### src/rtl/packet_assembler_if.sv
// Purpose: flit ingress and reassembled-packet egress handshakes of the packet assembler.
// Latency: none, this is a wire bundle.
// Backpressure: flit_ready throttles the flit source; pkt_ready throttles packet egress.
interface packet_assembler_if #(
  parameter int NODE_COUNT      = 8,
  parameter int PACKET_ID_WIDTH = 5
);
  localparam int N  = $clog2(NODE_COUNT);
  localparam int P  = PACKET_ID_WIDTH;
  localparam int FW = 1 + 2 * N + 17 + P + 2;

  logic [FW-1:0] flit_in;
  logic          flit_valid;
  logic          flit_ready;
  logic [67:0]   pkt_out;
  logic [N-1:0]  src_out;
  logic [P-1:0]  id_out;
  logic          pkt_valid;
  logic          pkt_ready;

  // Flit source / packet sink side
  modport master (
    output flit_in, flit_valid, pkt_ready,
    input  flit_ready, pkt_out, src_out, id_out, pkt_valid
  );

  // Assembler side
  modport slave (
    input  flit_in, flit_valid, pkt_ready,
    output flit_ready, pkt_out, src_out, id_out, pkt_valid
  );
endinterface

### src/rtl/packet_assembler.sv
// Purpose: small generic FIFO with registered occupancy count and zeroed storage on reset.
// Latency: a push is visible at the head one edge later when the FIFO was empty.
// Backpressure: caller must not push when full or pop when empty; count is exported for that.
module pa_fifo #(
  parameter int WIDTH = 8,
  parameter int DEPTH = 4
) (
  input  logic                   clk,
  input  logic                   rst_n,
  input  logic                   push,
  input  logic [WIDTH-1:0]       push_dat,
  input  logic                   pop,
  output logic [WIDTH-1:0]       head_dat,
  output logic [$clog2(DEPTH):0] count
);
  localparam int AW = (DEPTH > 1) ? $clog2(DEPTH) : 1;

  logic [WIDTH-1:0] mem [DEPTH];
  logic [AW-1:0]    wr_ptr;
  logic [AW-1:0]    rd_ptr;

  // Explicit wrap keeps the pointers legal even for non power-of-two depths.
  function automatic logic [AW-1:0] ptr_inc(input logic [AW-1:0] p);
    return (p == AW'(DEPTH - 1)) ? '0 : p + 1'b1;
  endfunction

  // Storage, pointers and occupancy; simultaneous push and pop leaves count unchanged.
  always_ff @(posedge clk or negedge rst_n) begin
    if (!rst_n) begin
      wr_ptr <= '0;
      rd_ptr <= '0;
      count  <= '0;
      for (int i = 0; i < DEPTH; i++) mem[i] <= '0;
    end else begin
      if (push) begin
        mem[wr_ptr] <= push_dat;
        wr_ptr      <= ptr_inc(wr_ptr);
      end
      if (pop) rd_ptr <= ptr_inc(rd_ptr);
      case ({push, pop})
        2'b10:   count <= count + 1'b1;
        2'b01:   count <= count - 1'b1;
        default: ;
      endcase
    end
  end

  assign head_dat = mem[rd_ptr];
endmodule

// Purpose: reassembles 4-flit packets keyed by {src, id} across SLOTS concurrent contexts.
// Latency: final flit accepted at edge k -> packet at FIFO head in cycle k+1 if the FIFO was empty.
// Backpressure: flit_ready drops while the output FIFO is full; pkt_ready pops the FIFO head.
module packet_assembler #(
  parameter int NODE_ID         = 0,
  parameter int NODE_COUNT      = 8,
  parameter int PACKET_ID_WIDTH = 5,
  parameter int SLOTS           = 4,
  parameter int OUT_DEPTH       = 4
) (
  input  logic              clk,
  input  logic              rst_n,
  input  logic              ce,
  packet_assembler_if.slave io,
  output logic              drop_pulse,
  output logic              dup_pulse
);
  localparam int N  = $clog2(NODE_COUNT);
  localparam int P  = PACKET_ID_WIDTH;
  localparam int SW = (SLOTS > 1) ? $clog2(SLOTS) : 1;
  localparam int CW = $clog2(OUT_DEPTH) + 1;
  localparam int QW = 68 + N + P;

  typedef struct packed {
    logic         vld;
    logic [N-1:0] dest;
    logic [16:0]  payload;
    logic [P-1:0] id;
    logic [N-1:0] src;
    logic [1:0]   idx;
  } flit_t;

  typedef struct packed {
    logic         busy;
    logic [N-1:0] src;
    logic [P-1:0] id;
    logic [3:0]   mask;
    logic [67:0]  data;
  } slot_t;

  flit_t         flit;
  slot_t         slots [SLOTS];
  logic          hit;
  logic [SW-1:0] hit_idx;
  logic          have_free;
  logic [SW-1:0] free_idx;
  logic [SW-1:0] tgt;
  logic          accept;
  logic          apply;
  logic          complete;
  logic          drop_evt;
  logic          dup_evt;
  logic [3:0]    cur_mask;
  logic [3:0]    new_mask;
  logic [67:0]   new_data;
  logic          fifo_pop;
  logic [QW-1:0] fifo_head;
  logic [CW-1:0] fifo_cnt;
  logic          unused_bits;

  assign flit = io.flit_in;

  // The destination field and node index are carried for information only.
  assign unused_bits = ^{flit.dest, NODE_ID[0]};

  // Key lookup: matching open context, and the lowest-index free context.
  always_comb begin
    hit       = 1'b0;
    hit_idx   = '0;
    have_free = 1'b0;
    free_idx  = '0;
    for (int s = SLOTS - 1; s >= 0; s--) begin
      if (slots[s].busy && slots[s].src == flit.src && slots[s].id == flit.id) begin
        hit     = 1'b1;
        hit_idx = SW'(s);
      end
      if (!slots[s].busy) begin
        have_free = 1'b1;
        free_idx  = SW'(s);
      end
    end
  end

  assign accept   = ce && io.flit_valid && flit.vld && io.flit_ready;
  assign tgt      = hit ? hit_idx : free_idx;
  assign apply    = accept && (hit || have_free);
  assign drop_evt = accept && !hit && !have_free;
  // A fresh allocation starts from an empty mask, so it can never flag a duplicate.
  assign cur_mask = hit ? slots[hit_idx].mask : 4'b0000;
  assign dup_evt  = apply && cur_mask[flit.idx];
  assign new_mask = cur_mask | (4'b0001 << flit.idx);
  assign complete = apply && (new_mask == 4'b1111);

  // Drop the payload into its quarter; idx 0 lands in the most significant quarter.
  always_comb begin
    new_data = slots[tgt].data;
    case (flit.idx)
      2'd0:    new_data[67:51] = flit.payload;
      2'd1:    new_data[50:34] = flit.payload;
      2'd2:    new_data[33:17] = flit.payload;
      default: new_data[16:0]  = flit.payload;
    endcase
  end

  // Context update: complete packets leave for the FIFO and free their slot on the same edge.
  always_ff @(posedge clk or negedge rst_n) begin
    if (!rst_n) begin
      for (int s = 0; s < SLOTS; s++) slots[s] <= '0;
    end else if (apply) begin
      if (complete) begin
        slots[tgt].busy <= 1'b0;
        slots[tgt].mask <= 4'b0000;
      end else begin
        slots[tgt].busy <= 1'b1;
        slots[tgt].src  <= flit.src;
        slots[tgt].id   <= flit.id;
        slots[tgt].mask <= new_mask;
        slots[tgt].data <= new_data;
      end
    end
  end

  // Event pulses follow their event by one edge and clear on the next, so each lasts one cycle.
  always_ff @(posedge clk or negedge rst_n) begin
    if (!rst_n) begin
      drop_pulse <= 1'b0;
      dup_pulse  <= 1'b0;
    end else begin
      drop_pulse <= drop_evt;
      dup_pulse  <= dup_evt;
    end
  end

  assign fifo_pop = io.pkt_valid && io.pkt_ready && ce;

  pa_fifo #(
    .WIDTH (QW),
    .DEPTH (OUT_DEPTH)
  ) u_out_fifo (
    .clk      (clk),
    .rst_n    (rst_n),
    .push     (complete),
    .push_dat ({new_data, flit.src, flit.id}),
    .pop      (fifo_pop),
    .head_dat (fifo_head),
    .count    (fifo_cnt)
  );

  // Ready looks only at the registered count; a pop in the same cycle does not free a place early.
  assign io.flit_ready = ce && (fifo_cnt < CW'(OUT_DEPTH));
  assign io.pkt_valid  = (fifo_cnt != '0);
  assign {io.pkt_out, io.src_out, io.id_out} = fifo_head;
endmodule

### src/flat_wrapper.sv
// flat-port wrapper written by rule: the top's interface ports become plain ports
module packet_assembler_flat 
#(
  parameter int NODE_ID         = 0,
  parameter int NODE_COUNT      = 8,
  parameter int PACKET_ID_WIDTH = 5,
  parameter int SLOTS           = 4,
  parameter int OUT_DEPTH       = 4
)
  (clk, rst_n, ce, drop_pulse, dup_pulse, io_flit_in, io_flit_valid, io_pkt_ready, io_flit_ready, io_pkt_out, io_src_out, io_id_out, io_pkt_valid);
  packet_assembler_if #(.NODE_COUNT(NODE_COUNT), .PACKET_ID_WIDTH(PACKET_ID_WIDTH)) io_i ();
  input  logic clk;
  input  logic rst_n;
  input  logic ce;
  output logic drop_pulse;
  output logic dup_pulse;
  input wire logic [$bits(io_i.flit_in)-1:0] io_flit_in;
  input wire logic [$bits(io_i.flit_valid)-1:0] io_flit_valid;
  input wire logic [$bits(io_i.pkt_ready)-1:0] io_pkt_ready;
  output wire logic [$bits(io_i.flit_ready)-1:0] io_flit_ready;
  output wire logic [$bits(io_i.pkt_out)-1:0] io_pkt_out;
  output wire logic [$bits(io_i.src_out)-1:0] io_src_out;
  output wire logic [$bits(io_i.id_out)-1:0] io_id_out;
  output wire logic [$bits(io_i.pkt_valid)-1:0] io_pkt_valid;
  assign io_i.flit_in = io_flit_in;
  assign io_i.flit_valid = io_flit_valid;
  assign io_i.pkt_ready = io_pkt_ready;
  assign io_flit_ready = io_i.flit_ready;
  assign io_pkt_out = io_i.pkt_out;
  assign io_src_out = io_i.src_out;
  assign io_id_out = io_i.id_out;
  assign io_pkt_valid = io_i.pkt_valid;
  packet_assembler #(.NODE_ID(NODE_ID), .NODE_COUNT(NODE_COUNT), .PACKET_ID_WIDTH(PACKET_ID_WIDTH), .SLOTS(SLOTS), .OUT_DEPTH(OUT_DEPTH)) u_core (.clk(clk), .rst_n(rst_n), .ce(ce), .io(io_i), .drop_pulse(drop_pulse), .dup_pulse(dup_pulse));
endmodule
### config.mk
export PLATFORM = sky130hd
export DESIGN_NAME = packet_assembler_flat
export DESIGN_NICKNAME = d
export VERILOG_FILES = /design/src/rtl/packet_assembler_if.sv /design/src/rtl/packet_assembler.sv /design/src/flat_wrapper.sv
export SDC_FILE = /design/constraint.sdc
export NUM_CORES = 1
export LEC_CHECK = 0
export ABC_AREA = 1
export CAP_MARGIN = 10
export CORE_AREA = 2 2 280 338
export CTS_CLUSTER_DIAMETER = 40
export DETAILED_ROUTE_END_ITERATION = 10
export DIE_AREA = 0 0 282 340
export HOLD_SLACK_MARGIN = 0.02
export PLACE_DENSITY = 0.6
export SETUP_SLACK_MARGIN = 0.02
export SLEW_MARGIN = 10
export SYNTH_ARGS = -nofsm -noshare
export SYNTH_HDL_FRONTEND = slang
export SYNTH_SLANG_ARGS = --single-unit
### constraint.sdc
create_clock -name clk -period 5.75 [get_ports clk]
set_input_delay 1.15 -clock clk [delete_from_list [all_inputs] [get_ports clk]]
set_output_delay 1.15 -clock clk [all_outputs]
set_load 0.05 [all_outputs]
==> impl_metrics.toml, run 1 <==
[placed_design]
port_buffers = 112
place.gp.congestion = 0.847
place_hpwl_mm = 57.0

[setup_path]
path_class = "reg -> out"
cpMostUsedCell = "buf_4"
critPathLaunchType = "flip-flop"
slowest_stage = "clkdlybuf4s50_1"
endpoint_kind = "output port"
rrSetupSlack_ns = 2.36
cp_max_fo = 42
max_stage_delay_ns = 0.89
cp.arrival_ns = 3.39
required_ns = 4.60
crit_chain = "buf_4 > buf_4 > o21ai_0 > o22ai_1 > clkdlybuf4s50_1"

[routing]
via_per_inst = 5.15
wl_met3_mm = 7.20
first_iter_violations = 2881
wire_per_inst_um = 18.1
topRoutingLayerUsed = "met4"
met1_length_mm = 45.2
dr_wl_met2_mm = 48.9
wl_mm = 104
firstDrtPassIters = 5
via_count = 29500
detail-route-antenna-nets = 0
drc_errors = 0

[sta]
tightest_slew_ns = 0.889
timing.final.crit_share = 0.789
fmax_ghz = 0.220
tns_ns = 0
hold_violations = 0
rsz0062_at_grt = "no"
maxSlewHeadroom = 0.408
fin_skew_ns = 0.0541
period_minus_slack_ns = 4.54
setup_violations = 0
maxSlewViolCount = 0

[yosys]
synth_most_common_cell = "nand2_1"
yosysSeqAreaShare = 0.495
synth_area_leaders = "dfrtp_1 (50%), nand2_1 (24%), nand3_1 (12%), nor2_1 (2.6%), o21ai_0 (2.5%)"
syn_avg_cell_area_sq_um = 7.27
netlist_area_sq_um = 32200
synthCells = 4425
synth_top_cell_by_area = "dfrtp_1"
yosys.area.top_type_share = 0.495
ys_seq_elements = 637
synth_ff_type = "dfrtp_1"
synth_nets = 4468
yosysWarnings = 0
synthArstFlopShare = 1.00
synthTopCellsByCount = "nand2_1 (2065), nand3_1 (794), dfrtp_1 (637), nor2_1 (219), clkbuf_1 (173)"
synth-edff-count = 0
synth_cell_types = 34

[finish]
regArea_sq_um = 15900
nFillCells = 9519
syn2layout_area_growth_pct = 18.5
drive_above_1_share = 0.0692
diodes = 0
nNetsFinal = 4439
multi_input_area_sq_um = 14500

[floorplan]
boundaryPins = 116
std_cell_rows = 123
die_y_um = 340
initial_utilization = 0.347
die_w_um = 282
core-area_sq_um = 92800
dieArea_sq_um = 95900

[cts]
cts_resized = 0
cts_tree = "yes"
clk_pin_slew_ns = 0.05
post_cts_buffers = 0
postCtsHoldBufs = 0
clock-root-buffer = "clkbuf_16"
clock_path_buffers = 3
cts_buffers = 105
clock_latency_ns = 0.68
clock_sinks = 637
htreeDepth = 3

[global_routing]
grt_max_degree = 155
grt.overflow.total = 0
track_usage = 0.216
grt_pass1_vias = 28500
grt_pass1_wl_mm = 164
antenna_found_initial = 0

[power_and_ir_drop]
ir_worst_vdd_uv = 322
powerDensity_nw_per_um2 = 458
finalPower_uw = 17500
p_leak_uw = 0.0206

[flow_run]
cap_violations = 0

[worst_hold_path]
hold_class = "reg -> reg"

[run_status]
status = "finished clean"
[report_power, final]
| group | total (uW) | switching [uW] | internal [uW] |
|---|---|---|---|
| sequential | 5170 | 250 | 4920 |
| clock | 6620 | 2430 | 4190 |
| combinational | 5690 | 4060 | 1630 |
| total | 17500 | 6730 | 10700 |
[cells by family after synthesis]
kind of cell    Yosys count  synth area share
buf+inv                 414            0.0598
simple gates           3111             0.397
xor+xnor                  8           0.00218
compound gates          248            0.0425
fa+ha+maj                 7           0.00296
flops                   637             0.495
[registers in the layout, summed over array words and instances, names as in the netlist]
register,flops
u_core.drop_pulse,1
u_core.u_out_fifo.wr_ptr,2
u_core.u_out_fifo.rd_ptr,2
u_core.u_out_fifo.mem,304
u_core.u_out_fifo.count,3
u_core.dup_pulse,1
u_core.slots,324
[final timing paths]
check / start / endpoint / cells after the start
setup / recovery: u_core.u_out_fifo.rd_ptr[1] / io_pkt_out[1] / 5
hold / removal: u_core.u_out_fifo.mem[183] / u_core.u_out_fifo.mem[183] / 2
setup reg to reg: u_core.slots[161] / u_core.u_out_fifo.count[2] / 20
hold reg to reg: u_core.u_out_fifo.mem[183] / u_core.u_out_fifo.mem[183] / 2
max in group asynchronous: rst_n / u_core.u_out_fifo.rd_ptr[0] / 2
min in group asynchronous: rst_n / u_core.u_out_fifo.mem[238] / 1
[metal layers]
layer	track usage	vias up
met1	0.291	14200
li1	-	14200
met5	0	-
met4	0.0723	0
met3	0.0334	161
met2	0.352	982
[critical path, delay by kind of cell (launching register included)]
| family | cells | cell delay, ns |
|---|---|---|
| compound gates | 2 | 0.50 |
| buf+inv | 3 | 1.85 |
| flops | 1 | 0.36 |
[stage by stage]
step | worst slack, ns | instances | hold WS, ns | util | cell area, sq um
after floorplan | 1.82 | 4425 | 0.437 | - | 32200
after global placement | 0.686 | 5539 | 0.448 | 0.371 | 34400
after detailed placement | 0.665 | 5539 | 0.453 | 0.371 | 34400
after CTS | 1.12 | 5732 | 0.465 | 0.411 | 38100
after global routing | 0.944 | 5732 | 0.478 | 0.411 | 38100
final | 1.21 | 5732 | 0.461 | 0.411 | 38100
[placed cells by master (no fill, tap or decap), drive strengths merged]
cell and instances:
nand2 2069, nand3 798, dfrtp 637, nor2 221
o21ai 162, clkbuf 118, clkdlybuf4s50 111, inv 101
buf 79, o22ai 76, clkinv 37, bufinv 16
nand4 9, nor3 9, clkinvlp 9, ha 6
xnor2 5, a21oi 5, o21bai 4, xor2 3
nand3b 3, and2 1, nor3b 1, a211oi 1
fa 1
[cell type report]
cell class | instances | area share
clock inverter | 75 | 0.0260
tap | 1250 | 0.0410
inverter | 88 | 0.00873
multi-input combinational | 3374 | 0.379
clock buffer | 118 | 0.0717
sequential | 637 | 0.418
timing repair buffer | 190 | 0.0554
(Power assumes the default switching activity.)
==> run 2: changes to the inputs <==
clock period = 4.7 ns   (was 5.75 ns; I/O delays follow)
==> run 2 against run 1 <==
Net effect: sequential share of layout area decreased by 0.42 points; critical endpoint is now io_pkt_out[52]; register-to-register slack got worse by 0.82 ns; critical path depth increased by 1; non-clock buffer count increased by 29; worst setup slack got worse by 0.86 ns; die area unchanged; first-iteration DRC count increased by 5.4%; highest routed layer unchanged; routed wire length increased by 1.6%; hold slack got worse by 0.14 ns.
==> impl_metrics.toml, run 2 (synthesis results as in run 1) <==
[sta]
setup_violations = 0
tightest_slew_ns = 0.795
fmax_ghz = 0.230
rsz0062_at_grt = "no"
tns_ns = 0
fin_skew_ns = 0.0610
period_minus_slack_ns = 4.34
timing.final.crit_share = 0.924
maxSlewHeadroom = 0.470
hold_violations = 0
maxSlewViolCount = 0

[floorplan]
core-area_sq_um = 92800
initial_utilization = 0.347
dieArea_sq_um = 95900
boundaryPins = 116
die_w_um = 282
die_y_um = 340
std_cell_rows = 123

[routing]
first_iter_violations = 3036
via_per_inst = 5.18
firstDrtPassIters = 6
detail-route-antenna-nets = 0
wire_per_inst_um = 18.3
drc_errors = 0
via_count = 29800
wl_mm = 106

[global_routing]
track_usage = 0.220
grt_pass1_vias = 29100
grt.overflow.total = 0
grt_pass1_wl_mm = 167
grt_max_degree = 134
antenna_found_initial = 0

[setup_path]
endpoint_kind = "output port"
reg2reg_depth = 17
critPathLaunchType = "flip-flop"
cp.arrival_ns = 3.40
path_class = "reg -> out"
required_ns = 3.76
critPathTopFamily = "buffers and inverters"
crit_chain = "inv_4 > buf_12 > buf_4 > o21ai_0 > o22ai_1 > clkdlybuf4s50_1"
rrSetupSlack_ns = 1.54
max_stage_delay_ns = 0.84
slowest_stage = "clkdlybuf4s50_1"
cp_max_fo = 62
cp_num_buf_inv = 4
reg2reg_from = "u_core.slots[74]"
r2r-end = "u_core.slots[285]"

[finish]
top_regs = "u_core.slots (324), u_core.u_out_fifo.mem (304), u_core.u_out_fifo.count (3)"
diodes = 0
largest_register_ffs = 324
fin_cells = 5759
regMostFlops = "u_core.slots"
nFillCells = 9407
syn2layout_area_growth_pct = 19.7
nNetsFinal = 4464
multi_input_area_sq_um = 14500
drive_above_1_share = 0.0745
regArea_sq_um = 15900
layout_common_cells = "nand2_1 (2059), nand3_1 (793), dfrtp_1 (635), nor2_1 (219), o21ai_0 (159)"
mostFrequentLayoutCell = "nand2_1"

[power_and_ir_drop]
p_int_uw = 13300
seq_power_share = 0.295
powerDensity_nw_per_um2 = 560
p_leak_uw = 0.0208
share_comb_of_total_power = 0.327
p_sw_uw = 8270
finalPower_uw = 21600
clkPwrFrac = 0.378
switching_share = 0.383
ir_worst_vdd_uv = 391

[cts]
htreeDepth = 3
clock_sinks = 637
clock_path_buffers = 3
clk_pin_slew_ns = 0.05
post_cts_buffers = 0
cts_buffers = 101
clock_latency_ns = 0.68
cts_tree = "yes"
clock-root-buffer = "clkbuf_16"
cts_resized = 0
postCtsHoldBufs = 0

[flow_run]
cap_violations = 0

[placed_design]
place_hpwl_mm = 59.4
place.gp.congestion = 0.865
port_buffers = 112
place_inst = 5568

[worst_hold_path]
hold_class = "in -> async"

[run_status]
status = "finished clean"
[run 2: power by group through the flow]
stage / clock network, uW / logic, uW / registers (uW)
after detailed placement: 0 / 7090 / 6450
after global placement: 0 / 7070 / 6430
after floorplan: 0 / 4630 / 6330
after global routing: 8530 / 7690 / 6430
final: 8160 / 7060 / 6370
after CTS: 8270 / 7120 / 6360
[run 2: worst max path at each step]
stage	from	endpoint	slack, ns	depth (start not counted)
final	u_core.u_out_fifo.rd_ptr[0]	io_pkt_out[52]	0.36	6
after detailed placement	io_flit_in[9]	u_core.u_out_fifo.mem[249]	0.24	21
after global routing	u_core.u_out_fifo.rd_ptr[0]	io_pkt_out[55]	0.26	6
after floorplan	io_flit_in[6]	u_core.u_out_fifo.count[2]	0.98	22
after global placement	io_flit_in[9]	u_core.u_out_fifo.mem[262]	0.29	21
after CTS	u_core.u_out_fifo.rd_ptr[0]	io_pkt_out[65]	0.34	5
[run 2: routing by layer]
| metal | part of all wire | track usage | routed length (um) |
|---|---|---|---|
| met1 | 0.43 | 0.300 | 45900 |
| met2 | 0.47 | 0.359 | 49900 |
| met3 | 0.063 | 0.0262 | 6600 |
| met4 | 0.029 | 0.0778 | 3110 |
| met5 | 0 | 0 | 0 |
[run 2: area by class of cell]
| type | count | area share |
|---|---|---|
| flip-flops and latches | 637 | 0.414 |
| inverters | 88 | 0.00864 |
| multi-input cells | 3374 | 0.375 |
| clock inverters | 68 | 0.0259 |
| well taps | 1250 | 0.0406 |
| repair buffers | 219 | 0.0640 |
| clock buffers | 123 | 0.0717 |
[run 2: metrics by stage]
| stage | utilization | hold WS (ns) | setup WS, ns | cell area (sq um) |
|---|---|---|---|---|
| 2_1_floorplan | - | 0.437 | 0.978 | 32200 |
| 3_3_place_gp | 0.375 | 0.448 | 0.293 | 34800 |
| 3_5_place_dp | 0.375 | 0.453 | 0.241 | 34800 |
| 4_1_cts | 0.415 | 0.335 | 0.335 | 38500 |
| 5_1_grt | 0.415 | 0.376 | 0.257 | 38500 |
| 6_report | 0.415 | 0.322 | 0.357 | 38500 |
